--- src/rtl/serpent_xts_sector_ctrl.sv ---
// XTS sector sequencer: derives the sector tweak once, then runs each block through one Serpent core.
// Optional perf counters are enabled by defining SERPENT_XTS_CTRL_PERF_EN.
module serpent_xts_sector_ctrl #(
  parameter int unsigned BLK_W    = 5,
  parameter int unsigned CORE_TMO = 64
) (
  input  logic               i_clk,
  input  logic               i_rst,
  input  logic               i_key_valid,
  input  logic               i_start,
  input  logic [127:0]       i_tweak,
  input  logic [BLK_W-1:0]   i_nblocks,
  input  logic [127:0]       i_data,
  input  logic               i_data_valid,
  output logic               o_data_ready,
  output logic [127:0]       o_data,
  output logic               o_data_valid,
  input  logic               i_data_ready,
  output logic               o_core_start,
  output logic               o_core_sel,
  output logic [127:0]       o_core_data,
  input  logic               i_core_valid,
  input  logic [127:0]       i_core_data,
  output logic               o_busy,
  output logic               o_done,
  output logic               o_err
`ifdef SERPENT_XTS_CTRL_PERF_EN
  ,
  output logic [31:0]        o_perf_cycles,
  output logic [31:0]        o_perf_blocks
`endif
);

  localparam logic [2:0] S_IDLE     = 3'd0;
  localparam logic [2:0] S_TWK_REQ  = 3'd1;
  localparam logic [2:0] S_TWK_WAIT = 3'd2;
  localparam logic [2:0] S_BLK_IN   = 3'd3;
  localparam logic [2:0] S_DAT_REQ  = 3'd4;
  localparam logic [2:0] S_DAT_WAIT = 3'd5;
  localparam logic [2:0] S_BLK_OUT  = 3'd6;
  localparam logic [2:0] S_FIN      = 3'd7;

  localparam int unsigned     TMO_W    = $clog2(CORE_TMO + 1);
  localparam logic [TMO_W-1:0] TMO_LAST = TMO_W'(CORE_TMO - 1);

  logic [2:0]       r_state;
  logic [BLK_W-1:0] r_cnt;
  logic [127:0]     r_twk;
  logic [127:0]     r_core_data;
  logic [127:0]     r_data;
  logic             r_data_valid;
  logic             r_err;
  logic [TMO_W-1:0] r_tmo;

  logic [2:0]       w_state_nxt;
  logic [BLK_W-1:0] w_cnt_nxt;
  logic [127:0]     w_twk_nxt;
  logic [127:0]     w_core_data_nxt;
  logic [127:0]     w_data_nxt;
  logic             w_data_valid_nxt;
  logic             w_err_nxt;
  logic [TMO_W-1:0] w_tmo_nxt;

  logic [127:0]     w_twk_adv;
  logic             w_in_wait;
  logic             w_tmo_hit;

  // Multiply T by alpha in GF(2^128), reduction polynomial x^128 + x^7 + x^2 + x + 1.
  assign w_twk_adv = {r_twk[126:0], 1'b0} ^ (r_twk[127] ? 128'h87 : 128'h0);

  // The REQ->WAIT transition preloads the timer with 1, so the wait gives up CORE_TMO cycles
  // after the core start pulse.
  assign w_in_wait = (r_state == S_TWK_WAIT) || (r_state == S_DAT_WAIT);
  assign w_tmo_hit = w_in_wait && !i_core_valid && (r_tmo == TMO_LAST);

  always_comb begin
    w_state_nxt      = r_state;
    w_cnt_nxt        = r_cnt;
    w_twk_nxt        = r_twk;
    w_core_data_nxt  = r_core_data;
    w_data_nxt       = r_data;
    w_data_valid_nxt = r_data_valid;
    w_err_nxt        = r_err;
    w_tmo_nxt        = r_tmo;
    unique case (r_state)
      S_IDLE: begin
        if (i_start && i_key_valid) begin
          w_err_nxt = 1'b0;
          w_cnt_nxt = i_nblocks;
          if (i_nblocks == '0) begin
            w_state_nxt = S_FIN;
          end else begin
            w_core_data_nxt = i_tweak;
            w_state_nxt     = S_TWK_REQ;
          end
        end
      end
      S_TWK_REQ: begin
        w_tmo_nxt   = TMO_W'(1);
        w_state_nxt = S_TWK_WAIT;
      end
      S_TWK_WAIT: begin
        if (i_core_valid) begin
          w_twk_nxt   = i_core_data;
          w_state_nxt = S_BLK_IN;
        end else if (w_tmo_hit) begin
          w_err_nxt   = 1'b1;
          w_state_nxt = S_FIN;
        end else begin
          w_tmo_nxt = r_tmo + 1'b1;
        end
      end
      S_BLK_IN: begin
        if (i_data_valid) begin
          w_core_data_nxt = i_data ^ r_twk;
          w_state_nxt     = S_DAT_REQ;
        end
      end
      S_DAT_REQ: begin
        w_tmo_nxt   = TMO_W'(1);
        w_state_nxt = S_DAT_WAIT;
      end
      S_DAT_WAIT: begin
        if (i_core_valid) begin
          w_data_nxt       = i_core_data ^ r_twk;
          w_data_valid_nxt = 1'b1;
          w_twk_nxt        = w_twk_adv;
          w_cnt_nxt        = r_cnt - 1'b1;
          w_state_nxt      = S_BLK_OUT;
        end else if (w_tmo_hit) begin
          w_err_nxt   = 1'b1;
          w_state_nxt = S_FIN;
        end else begin
          w_tmo_nxt = r_tmo + 1'b1;
        end
      end
      S_BLK_OUT: begin
        if (i_data_ready) begin
          w_data_valid_nxt = 1'b0;
          w_state_nxt      = (r_cnt != '0) ? S_BLK_IN : S_FIN;
        end
      end
      S_FIN: begin
        w_state_nxt = S_IDLE;
      end
      default: begin
        w_state_nxt = S_IDLE;
      end
    endcase
  end

  always_ff @(posedge i_clk) begin
    if (i_rst) begin
      r_state      <= S_IDLE;
      r_cnt        <= '0;
      r_twk        <= '0;
      r_core_data  <= '0;
      r_data       <= '0;
      r_data_valid <= 1'b0;
      r_err        <= 1'b0;
      r_tmo        <= '0;
    end else begin
      r_state      <= w_state_nxt;
      r_cnt        <= w_cnt_nxt;
      r_twk        <= w_twk_nxt;
      r_core_data  <= w_core_data_nxt;
      r_data       <= w_data_nxt;
      r_data_valid <= w_data_valid_nxt;
      r_err        <= w_err_nxt;
      r_tmo        <= w_tmo_nxt;
    end
  end

  assign o_core_start = (r_state == S_TWK_REQ) || (r_state == S_DAT_REQ);
  assign o_core_sel   = (r_state == S_DAT_REQ) || (r_state == S_DAT_WAIT);
  assign o_core_data  = r_core_data;
  assign o_data_ready = (r_state == S_BLK_IN);
  assign o_data       = r_data;
  assign o_data_valid = r_data_valid;
  assign o_busy       = (r_state != S_IDLE);
  assign o_done       = (r_state == S_FIN);
  assign o_err        = r_err;

`ifdef SERPENT_XTS_CTRL_PERF_EN
  logic [31:0] r_perf_cycles;
  logic [31:0] r_perf_blocks;

  always_ff @(posedge i_clk) begin
    if (i_rst) begin
      r_perf_cycles <= '0;
      r_perf_blocks <= '0;
    end else begin
      if (o_busy && (r_perf_cycles != '1)) begin
        r_perf_cycles <= r_perf_cycles + 32'd1;
      end
      if ((r_state == S_BLK_OUT) && i_data_ready && (r_perf_blocks != '1)) begin
        r_perf_blocks <= r_perf_blocks + 32'd1;
      end
    end
  end

  assign o_perf_cycles = r_perf_cycles;
  assign o_perf_blocks = r_perf_blocks;
`endif

endmodule

--- config.mk ---
export PLATFORM = sky130hd
export DESIGN_NAME = serpent_xts_sector_ctrl
export DESIGN_NICKNAME = d
export VERILOG_FILES = /design/src/rtl/serpent_xts_sector_ctrl.sv
export SDC_FILE = /design/constraint.sdc
export NUM_CORES = 1
export LEC_CHECK = 0
export ABC_AREA = 1
export BUFFER_PORTS_ARGS = -buffer_cell sky130_fd_sc_hd__buf_4
export CORE_MARGIN = 5
export CORE_UTILIZATION = 30
export CTS_CLUSTER_SIZE = 8
export DETAILED_ROUTE_END_ITERATION = 7
export PLACE_DENSITY_LB_ADDON = 0.25
export REMOVE_ABC_BUFFERS = 1
export SLEW_MARGIN = 30
export SYNTH_ARGS = -nofsm -noshare
export SYNTH_HDL_FRONTEND = slang
export SYNTH_SLANG_ARGS = --single-unit
--- constraint.sdc ---
create_clock -name i_clk -period 1.6 [get_ports i_clk]
set_input_delay 0.4 -clock i_clk [delete_from_list [all_inputs] [get_ports i_clk]]
set_output_delay 0.4 -clock i_clk [all_outputs]
set_load 0.01 [all_outputs]
# == Word level (Yosys, flattened, before mapping) ==
# Cells that the tools add are included.
# word_totals
register_bits,401
wordCells,87
in_bits,396
out_inout_bits,263
# classes
n_eq_ne,17
bitwise_logic,3
n_reduce_logical,27
n_addsub,2
muxes,30
# ops
operator,n
2-to-1 mux 128 bit,5
one-hot mux 128 bit (2 select lines),2
bitwise XOR 128 bit,2
bitwise XOR 128 x 8 -> 128 bit,1
2-to-1 mux 3 bit,8
one-hot mux 3 bit (8 select lines),1
inequality test 2 bit (second input constant),8
AND reduction 3 bit,5
2-to-1 mux 7 bit,2
one-hot mux 7 bit (2 select lines),1
equality test 3 bit (second input constant),4
nonzero test 2 bit,6
2-to-1 mux 5 bit,2
one-hot mux 5 bit (2 select lines),1
2-to-1 mux 8 bit,1
AND reduction 4 bit,2
adder 7 x 1 -> 7 bit (second input constant),1
equality test 7 x 6 -> 1 bit (second input constant),1
equality test 3 x 2 -> 1 bit (second input constant),2
logical NOT 5 bit,1
2-to-1 mux 1 bit,5
nonzero test 5 bit,1
subtractor 5 x 1 -> 5 bit (second input constant),1
one-hot mux 1 bit (2 select lines),2
other kinds (9),14

# == Longest topological paths before layout ==
# Gate-level depths: netlist of run 1.
# depth
word_depth,7
depth_mapped,12
depth_no_buf,11

# == Least setup slack after synthesis of run 1 ==
# No wires, ideal clock.
# synth_path
kind,flip-flop to flip-flop
startpoint,register r_state[1]
endpoint,"register r_core_data[107], in the netlist o_core_data[107]"
path_buffers,2
arrival_time_ns,1.501
synth_period_minus_slack_ns,1.611
slack_ns,-0.011
path_stages_with_launch,9
path_cell_list,dfxtp_1 -> nor2_1 -> nand2_1 -> nand2_1 -> clkbuf_1 -> clkbuf_1 -> nand3_1 -> nand2_1 -> nor2_1
# synth_via
elab_chain_cells,3
# synth_lines
item,line,rtl
"start, declared",46,logic [2:0] r_state;
"start signal, assigned",163,r_state <= w_state_nxt;
equality test 3 x 2 -> 1 bit / logical NOT 3 bit (equally long branches),85,unique case (r_state)
inequality test 2 bit (no line) / nonzero test 2 bit (equally long branches),--,
AND reduction 4 bit (no line),--,
"end signal, assigned",166,r_core_data <= w_core_data_nxt;
"end, declared",49,logic [127:0] r_core_data;
# Several ways; a longest one is shown, not always the timed one.
# A chain may end at the register's enable or synchronous reset.

# == Final worst setup path of run 1 ==
# layout_path
startpoint,register r_state[2]
endpoint,output o_data_ready
# layout_via
elab_chain_cells,1
# layout_lines
item,line,rtl
equality test 3 x 2 -> 1 bit,177,assign o_data_ready = (r_state == S_BLK_IN);
"end, declared",15,"output logic o_data_ready,"
# Every way passes these cells.

==> results of run 1 <==
layout make-up:
cell class / count / area, µm² / share of cell area, %
Antenna cell: 2 / 5.00 / 0.0142
Clock buffer: 59 / 1440 / 4.09
Clock inverter: 1 / 30.0 / 0.0850
Inverter: 282 / 1100 / 3.10
Multi-Input combinational cell: 1942 / 12600 / 35.7
Sequential cell: 401 / 8040 / 22.8
Tap cell: 864 / 1080 / 3.06
Timing Repair Buffer: 1036 / 11000 / 31.2
how the worst max path moves through the flow:
stage | startpoint | endpoint | slack [ns] | depth (start not counted)
2_1_floorplan | r_state[2] | o_core_data[100] | -6.97 | 10
3_3_place_gp | r_state[1] | o_core_data[29] | -0.21 | 11
3_5_place_dp | r_state[1] | o_core_data[29] | -0.25 | 11
4_1_cts | r_state[2] | o_data_ready | -0.34 | 6
5_1_grt | r_state[2] | o_core_data[57] | -0.41 | 12
6_report | r_state[2] | o_data_ready | -0.35 | 6
kinds of logic after synthesis:
logic type / count (synthesis) / synth area share (%)
adder cells (fa/ha/maj): 3 / 0.187
XOR/XNOR: 262 / 11.4
buffers and inverters: 482 / 9.56
AND/OR/NAND/NOR: 1009 / 19.8
flip-flops: 401 / 39.9
AO/OA/AOI/OAI: 668 / 19.1
per-layer routing:
layer / routed length [µm] / share of wire [%] / up-vias / GRT usage [%]
met4: 3270 / 3.3 / 2 / 8.02
met5: 14 / 0.014 / - / 0
met3: 7030 / 7.1 / 177 / 5.00
li1: - / - / 10900 / -
met1: 39500 / 40 / 11000 / 31.5
met2: 49800 / 50 / 890 / 44.7
cell usage after synthesis (3+ instances only):
master,n
a21boi_0,128
a31oi_1,128
inv_1,176
o21ai_0,201
inv_2,106
buf_1,17
xor2_1,132
clkbuf_1,94
o21ai_1,66
nor2_1,150
nand3_1,141
nand4_1,3
dfxtp_1,401
nand2_1,709
a21oi_1,143
nor3_1,3
ha_1,3
xnor2_1,130
buf_2,89
sequential cells by signal, summed over array words and instances (netlist names):
signal and cells:
o_core_data 128, o_data 128, r_twk 128, r_tmo 7, r_cnt 5, r_state 3
o_data_valid 1, o_err 1
worst max-delay path: stages, from the launching register on:
cell and delay (ns):
dfxtp_4 0.38, inv_4 0.04, nand3_4 0.10, inv_6 0.05, buf_12 0.13, buf_12 0.13
buf_6 0.11
where the power goes:
part           internal, mW  switching (mW)
Clock                  6.39            4.47
Sequential             12.8            2.78
Combinational          20.3            20.5
through the flow:
| step | TNS [ns] | std cells | hold slack, ns | power [mW] |
|---|---|---|---|---|
| after floorplan | -2436.28 | 2625 | 0.447 | 21.3 |
| after detailed placement | -37.24 | 4331 | 0.474 | 38.2 |
| after global placement | -31.48 | 4331 | 0.470 | 38.0 |
| after CTS | -64.72 | 4615 | 0.0441 | 65.2 |
| after global routing | -96.81 | 4587 | 0.0789 | 70.5 |
| final | -65.19 | 4587 | 0.0868 | 67.3 |
timing repair:
item,4_1_cts,5_1_grt
gates cloned,84,5
pin swaps,27,115
gates resized for setup,535,511
buffers inserted,142,20
endpoints found under the setup margin,387,404
==> flow_summary.ini, run 1 <==
[cts]
cts_buffers = 56
clock_latency_ns = 0.59
clock-sinks = 401
root_buffer = clkbuf_16
cts_hold_buffers = 0
cts_tree = yes
cts.reportedPaths.clkPinSlew_ns = 0.05
cts_buffer_depth = 3
htreeDepth = 2

[yosys]
synthFlopType = dfxtp_1
synth_cells = 2825
synth_top_cells_by_area = dfxtp_1 40%, nand2_1 13%, xor2_1 5.8%
synth_area_um2 = 20100
synth_cell_type_count = 24
ys_ff_latch = 401
synth_edf_count = 0
async_reset_ff_share_pct = 0
yosysSeqAreaShare_pct = 39.9
synth_top_area_cell = dfxtp_1
synth.avg_cell_area_um2 = 7.11
yosysWarnings = 0
synth_top_area_share_pct = 39.9

[hold_path]
holdCritStartpoint = i_core_data[114]
hold_class = in2reg
hold_depth = 3
hold_end = r_twk[114]

[run_status]
status = finished with violations
failed_checks = negative setup slack

[route]
drt_wl_total_mm = 99.6
initialDrtViolationCount = 1410
num_vias = 23000
drt-wirelength-per-cell_um = 21.7
vias_per_cell = 5.01
drc = 0
ant_nets = 0
dr.pass1.iters = 5

[final_layout]
area_growth_pct = 75.8
fin_util_pct = 53.4
final_nets = 4118
most-common-layout-cells = 761 x buf_4, 552 x nand2_1, 398 x dfxtp_1
drive_above_1_share_pct = 43.9
n_fill_cell = 6075
design_area_um2 = 35300
mostFrequentLayoutCell = buf_4

[sta]
final_max_slew_viol_count = 0
fmax_ghz = 0.513
clock_skew_ns = 0.0103
period_minus_slack_ns = 1.95
worst_pin_slew_ns = 0.453
slew-limit-headroom_pct = 69.6
finalHoldViolCount = 0
period_share_pct = 122
grt_setup_unrepaired = yes
setup_viol = 364
fin_ws_ns = -0.350

[grt]
grt_pass1_wl_mm = 142
grt_max_degree = 58
grt_usage_pct = 25.5
first_global_vias = 22600
antenna_found_initial = 3
grt-ovfl-total = 0

[setup_path]
r2r_end = o_core_data[15]
worst-r2r-setup-slack_ns = -0.31
reg2reg_from = r_state[2]
cp_max_fo = 3
r2r_cells = 15
cp.required_ns = 1.20
setup.worst_path.end_class = output pin
crit_path_start_kind = flop
crit_type = reg2out
cp.arrival_ns = 1.55

[floorplanning]
start_util_pct = 30.4
dieArea_um2 = 72300
io_pins = 659
rows = 94
floorplan.die.height_um = 269
core_um2 = 66100
die_width_um = 269

[place]
gp_congestion = 0.856
dpl_cell_area_um2 = 27400
post-dp-hpwl_mm = 60.7
dp_worst_setup_slack_ns = -0.245
numPortBuffers = 658

[job]
cap_violations = 0

[power]
power_density_nw_per_um2 = 1900
ir_worst_vdd_mv = 1.17
power.leakage_nw = 16.5
(Power assumes the default switching activity.)
==> run 2: changes to the inputs <==
--- a/config.mk
+++ b/config.mk
@@ -17,3 +17,4 @@
 export SYNTH_ARGS = -nofsm -noshare
 export SYNTH_HDL_FRONTEND = slang
 export SYNTH_SLANG_ARGS = --single-unit
+export TNS_END_PERCENT = 1
==> run 2 against run 1 <==
  * The run still ends with negative setup slack left
  * Via count shrank 9.8%
  * Critical path type unchanged
  * Clock-buffer cell count unchanged
  * Clock power hardly changed
  * Register-to-register slack improved by 0.14 ns
  * Sequential power is essentially flat
  * First-iteration DRC count shrank 21%
  * Power down 26%
  * Non-clock buffer count shrank 176
  * Critical path depth shrank 1
==> flow_summary.ini, run 2 (synthesis gave the netlist of run 1 again) <==
[floorplanning]
die_width_um = 269
start_util_pct = 30.4
floorplan.die.height_um = 269
core_um2 = 66100
rows = 94
io_pins = 659
dieArea_um2 = 72300

[route]
num_vias = 20700
dr.pass1.iters = 5
vias_per_cell = 4.70
initialDrtViolationCount = 1117
ant_nets = 0
drc = 0
drt_wl_total_mm = 80.6
drt-wirelength-per-cell_um = 18.3

[sta]
worst_pin_slew_ns = 0.433
tns_ns = -23.19
final_max_slew_viol_count = 0
clock_skew_ns = 0.0118
grt_setup_unrepaired = yes
period_minus_slack_ns = 1.90
hold_ws_ns = 0.0958
period_share_pct = 119
finalHoldViolCount = 0
fmax_ghz = 0.526
fin_ws_ns = -0.302
setup_viol = 278
slew-limit-headroom_pct = 70.9

[final_layout]
drive_above_1_share_pct = 30.6
n_fill_cell = 6779
area_growth_pct = 46.4
mostFrequentLayoutCell = buf_4
most-common-layout-cells = 768 x buf_4, 685 x nand2_1, 398 x dfxtp_1
final_nets = 3942

[grt]
grt_usage_pct = 20.9
grt_max_degree = 58
grt_pass1_wl_mm = 119
antenna_found_initial = 2
first_global_vias = 20100
grt-ovfl-total = 0

[cts]
cts_buffer_depth = 3
clock_latency_ns = 0.59
cts.reportedPaths.clkPinSlew_ns = 0.05
htreeDepth = 2
cts_buffers = 56
clock-sinks = 401
root_buffer = clkbuf_16
cts_tree = yes

[setup_path]
cp.required_ns = 1.20
setup.worst_path.end_class = output pin
crit_path_start_kind = flop
crit_type = reg2out
cp.arrival_ns = 1.50
cp_max_fo = 5

[power]
power.leakage_nw = 14.4
ir_worst_vdd_mv = 1.03
power_density_nw_per_um2 = 1700

[run_status]
status = finished with violations
failed_checks = negative setup slack

[place]
post-dp-hpwl_mm = 60.7
numPortBuffers = 658
gp_congestion = 0.856

[job]
cap_violations = 0

[hold_path]
hold_class = in2reg
==> run 2: metrics by stage <==
step / area, µm² / power (mW) / utilization (%) / std cells / worst slack [ns]
final: 29400 / 50.0 / 44.5 / 4410 / -0.302
after global routing: 29400 / 53.4 / 44.5 / 4410 / -0.369
after CTS: 29200 / 50.1 / 44.2 / 4406 / -0.345
after detailed placement: 27400 / 38.2 / 41.5 / 4331 / -0.245
after global placement: 27400 / 38.0 / 41.5 / 4331 / -0.211
after floorplan: 19200 / 21.3 / - / 2625 / -6.97
==> run 2: worst max-delay path, cell delays in order (launching register included) <==
cell and delay, ns:
dfxtp_4 0.41, nand3_4 0.11, inv_6 0.07, buf_12 0.11, buf_12 0.11, buf_6 0.10
==> run 2: final cells by class <==
type | count | area [µm²] | area share (%)
Antenna cell | 1 | 2.50 | 0.00851
Inverter | 282 | 1090 | 3.69
Tap cell | 864 | 1080 | 3.67
Clock buffer | 59 | 1440 | 4.91
Clock inverter | 1 | 30.0 | 0.102
Timing Repair Buffer | 860 | 7340 | 25.0
Sequential cell | 401 | 8040 | 27.3
Multi-Input combinational cell | 1942 | 10400 | 35.3
==> run 2: worst paths after layout <==
check	start	end	slack [ns]	cells past startpoint
max reg2reg	r_state[0]	r_tmo[5]	-0.17	16
max	r_state[1]	o_data_ready	-0.30	5
min reg2reg	o_data_valid	o_data_valid	0.48	2
min	i_core_data[127]	r_twk[127]	0.1	3
==> run 2: power breakdown <==
| group | switching, mW | total [mW] | internal, mW |
|---|---|---|---|
| logic | 13.1 | 23.9 | 10.8 |
| clock network | 4.39 | 10.8 | 6.39 |
| registers | 2.50 | 15.3 | 12.8 |
| total | 20.0 | 50.0 | 30.0 |
==> run 2: routing by layer <==
| metal | GRT usage, % | wire length (µm) |
|---|---|---|
| met1 | 25.8 | 33200 |
| met2 | 36.9 | 40000 |
| met3 | 4.49 | 5190 |
| met4 | 5.99 | 2220 |
| met5 | 0 | 17 |
==> run 2: repair_timing <==
item	4_1_cts	5_1_grt
buffers inserted	14	3
endpoints found under the setup margin	387	391
endpoints found under the hold margin	0	0
hold buffers	0	0
gates resized for setup	117	54
pin swaps	13	7
gates cloned	1	0
==> run 3: changes to the inputs <==
--- a/config.mk
+++ b/config.mk
@@ -11,7 +11,7 @@
 export CORE_UTILIZATION = 30
 export CTS_CLUSTER_SIZE = 8
 export DETAILED_ROUTE_END_ITERATION = 7
-export PLACE_DENSITY_LB_ADDON = 0.25
+export PLACE_DENSITY = 0.61
 export REMOVE_ABC_BUFFERS = 1
 export SLEW_MARGIN = 30
 export SYNTH_ARGS = -nofsm -noshare
==> run 3 against run 2 <==
  * The flow still finishes with violations (negative setup slack)
  * Register-to-register slack worse by 0.05 ns
  * Clock skew is 0.0011 ns higher
  * Non-clock buffer count is 28 higher
  * Wire length is 0.23% lower
  * Core utilization is 0.091 points higher
  * Power is 0.37% higher
  * Sequential power hardly changed
  * Critical path depth is 3 higher
  * Setup slack worse by 0.044 ns
  * Sequential share of layout area is 0.064 points lower
  * Die area stayed put
  * Hold slack better by 0.013 ns
  * Critical endpoint is now o_core_start
==> flow_summary.ini, run 3 (synthesis gave the netlist of run 1 again) <==
[final_layout]
area_growth_pct = 46.7
ff_latch_area_um2 = 8040
most-common-layout-cells = 796 x buf_4, 689 x nand2_1, 398 x dfxtp_1
final_nets = 3970
fin_util_pct = 44.6
multi_input_area_um2 = 10300
n_fill_cell = 6677
mostFrequentLayoutCell = buf_4
drive_above_1_share_pct = 30.7

[route]
initialDrtViolationCount = 1449
drt_wl_total_mm = 80.4
dr.pass1.iters = 5
drt-wirelength-per-cell_um = 18.1
ant_nets = 0
drc = 0
vias_per_cell = 4.77
num_vias = 21200

[setup_path]
crit_path_start_kind = flop
crit_type = reg2out
cp.arrival_ns = 1.55
cp.required_ns = 1.20
setup.worst_path.end_class = output pin
cp_max_fo = 5

[cts]
cts_buffer_depth = 3
cts_buffers = 56
cts_tree = yes
htreeDepth = 2
clock_latency_ns = 0.58
root_buffer = clkbuf_16
clock-sinks = 401
cts.reportedPaths.clkPinSlew_ns = 0.05

[grt]
first_global_vias = 20700
antenna_found_initial = 2
grt-ovfl-total = 0
grt_usage_pct = 20.9
grt_max_degree = 71
grt_pass1_wl_mm = 120

[power]
power.leakage_nw = 14.5
power.total_mw = 50.2
ir_worst_vdd_mv = 0.965
power_density_nw_per_um2 = 1700

[hold_path]
hold_class = in2reg

[sta]
clock_skew_ns = 0.0129
fmax_ghz = 0.514
setup_viol = 366
period_share_pct = 122
final_max_slew_viol_count = 0
slew-limit-headroom_pct = 73.5
finalHoldViolCount = 0
grt_setup_unrepaired = yes
period_minus_slack_ns = 1.95
worst_pin_slew_ns = 0.397
fin_ws_ns = -0.346

[floorplanning]
dieArea_um2 = 72300
start_util_pct = 30.4
floorplan.die.height_um = 269
core_um2 = 66100
die_width_um = 269
rows = 94
io_pins = 659

[run_status]
failed_checks = negative setup slack
status = finished with violations

[place]
numPortBuffers = 658
post-dp-hpwl_mm = 60.9
gp_congestion = 0.906

[job]
cap_violations = 0
run 3: cell count changes in the layout (fill, tap and decap cells not counted), sizes merged:
| cell | delta |
|---|---|
| bufbuf | +1 |
| clkbuf | +2 |
| bufinv | -1 |
| buf | +27 |
run 3: through the flow:
step | instances | TNS (ns) | setup WS, ns | hold WS, ns | instance area, µm²
CTS | 4438 | -37.57 | -0.370 | 0.0577 | 29400
global placement | 4361 | -60.01 | -0.264 | 0.467 | 27500
floorplan | 2625 | -2436.28 | -6.97 | 0.447 | 19200
detailed placement | 4361 | -63.45 | -0.266 | 0.473 | 27500
finish | 4439 | -37.13 | -0.346 | 0.109 | 29500
global route | 4439 | -82.45 | -0.409 | 0.0805 | 29500
run 3: area by class of cell:
class	count	share of cell area, %
diodes	1	0.00849
clock buffers	61	4.99
inverters	282	3.67
multi-input cells	1942	35.0
flip-flops and latches	401	27.3
well taps	864	3.67
repair buffers	888	25.4
run 3: worst paths after layout:
| path | cells past startpoint | slack, ns | startpoint | endpoint |
|---|---|---|---|---|
| worst max register to register | 12 | -0.22 | r_state[1] | o_core_data[10] |
| worst max-delay path | 8 | -0.35 | r_state[1] | o_core_start |
| worst min register to register | 2 | 0.47 | o_data_valid | o_data_valid |
| worst min-delay path | 4 | 0.11 | i_data_ready | o_data_valid |
run 3: critical path, cell delays in order (launching register included):
cell and delay [ns]:
dfxtp_4 0.41, inv_2 0.05, buf_6 0.12, nand2_4 0.05, buf_6 0.09, nand2_2 0.04
nand2_2 0.06, inv_2 0.04, buf_6 0.11
run 3: what timing repair did:
item,in CTS,in global routing
gates resized for setup,84,38
hold buffers,0,0
gates cloned,2,0
pin swaps,9,6
endpoints found under the setup margin,403,403
hold endpoints to repair,0,0
buffers inserted,14,0
run 3: power breakdown:
| group | switching (mW) | internal [mW] |
|---|---|---|
| clock | 4.26 | 6.33 |
| combinational | 13.1 | 11.2 |
| sequential | 2.58 | 12.8 |
| total | 19.9 | 30.3 |
run 3: routing by layer:
layer  share of wire (%)  wire [µm]  vias to the layer above  track usage [%]
met5                   0          0                        -                0
met4                 3.8       3040                        0             7.81
met3                 7.0       5620                      156             4.28
met2                  48      38800                      743             35.9
met1                  41      33000                     9710             26.1
li1                    -          -                    10600                -
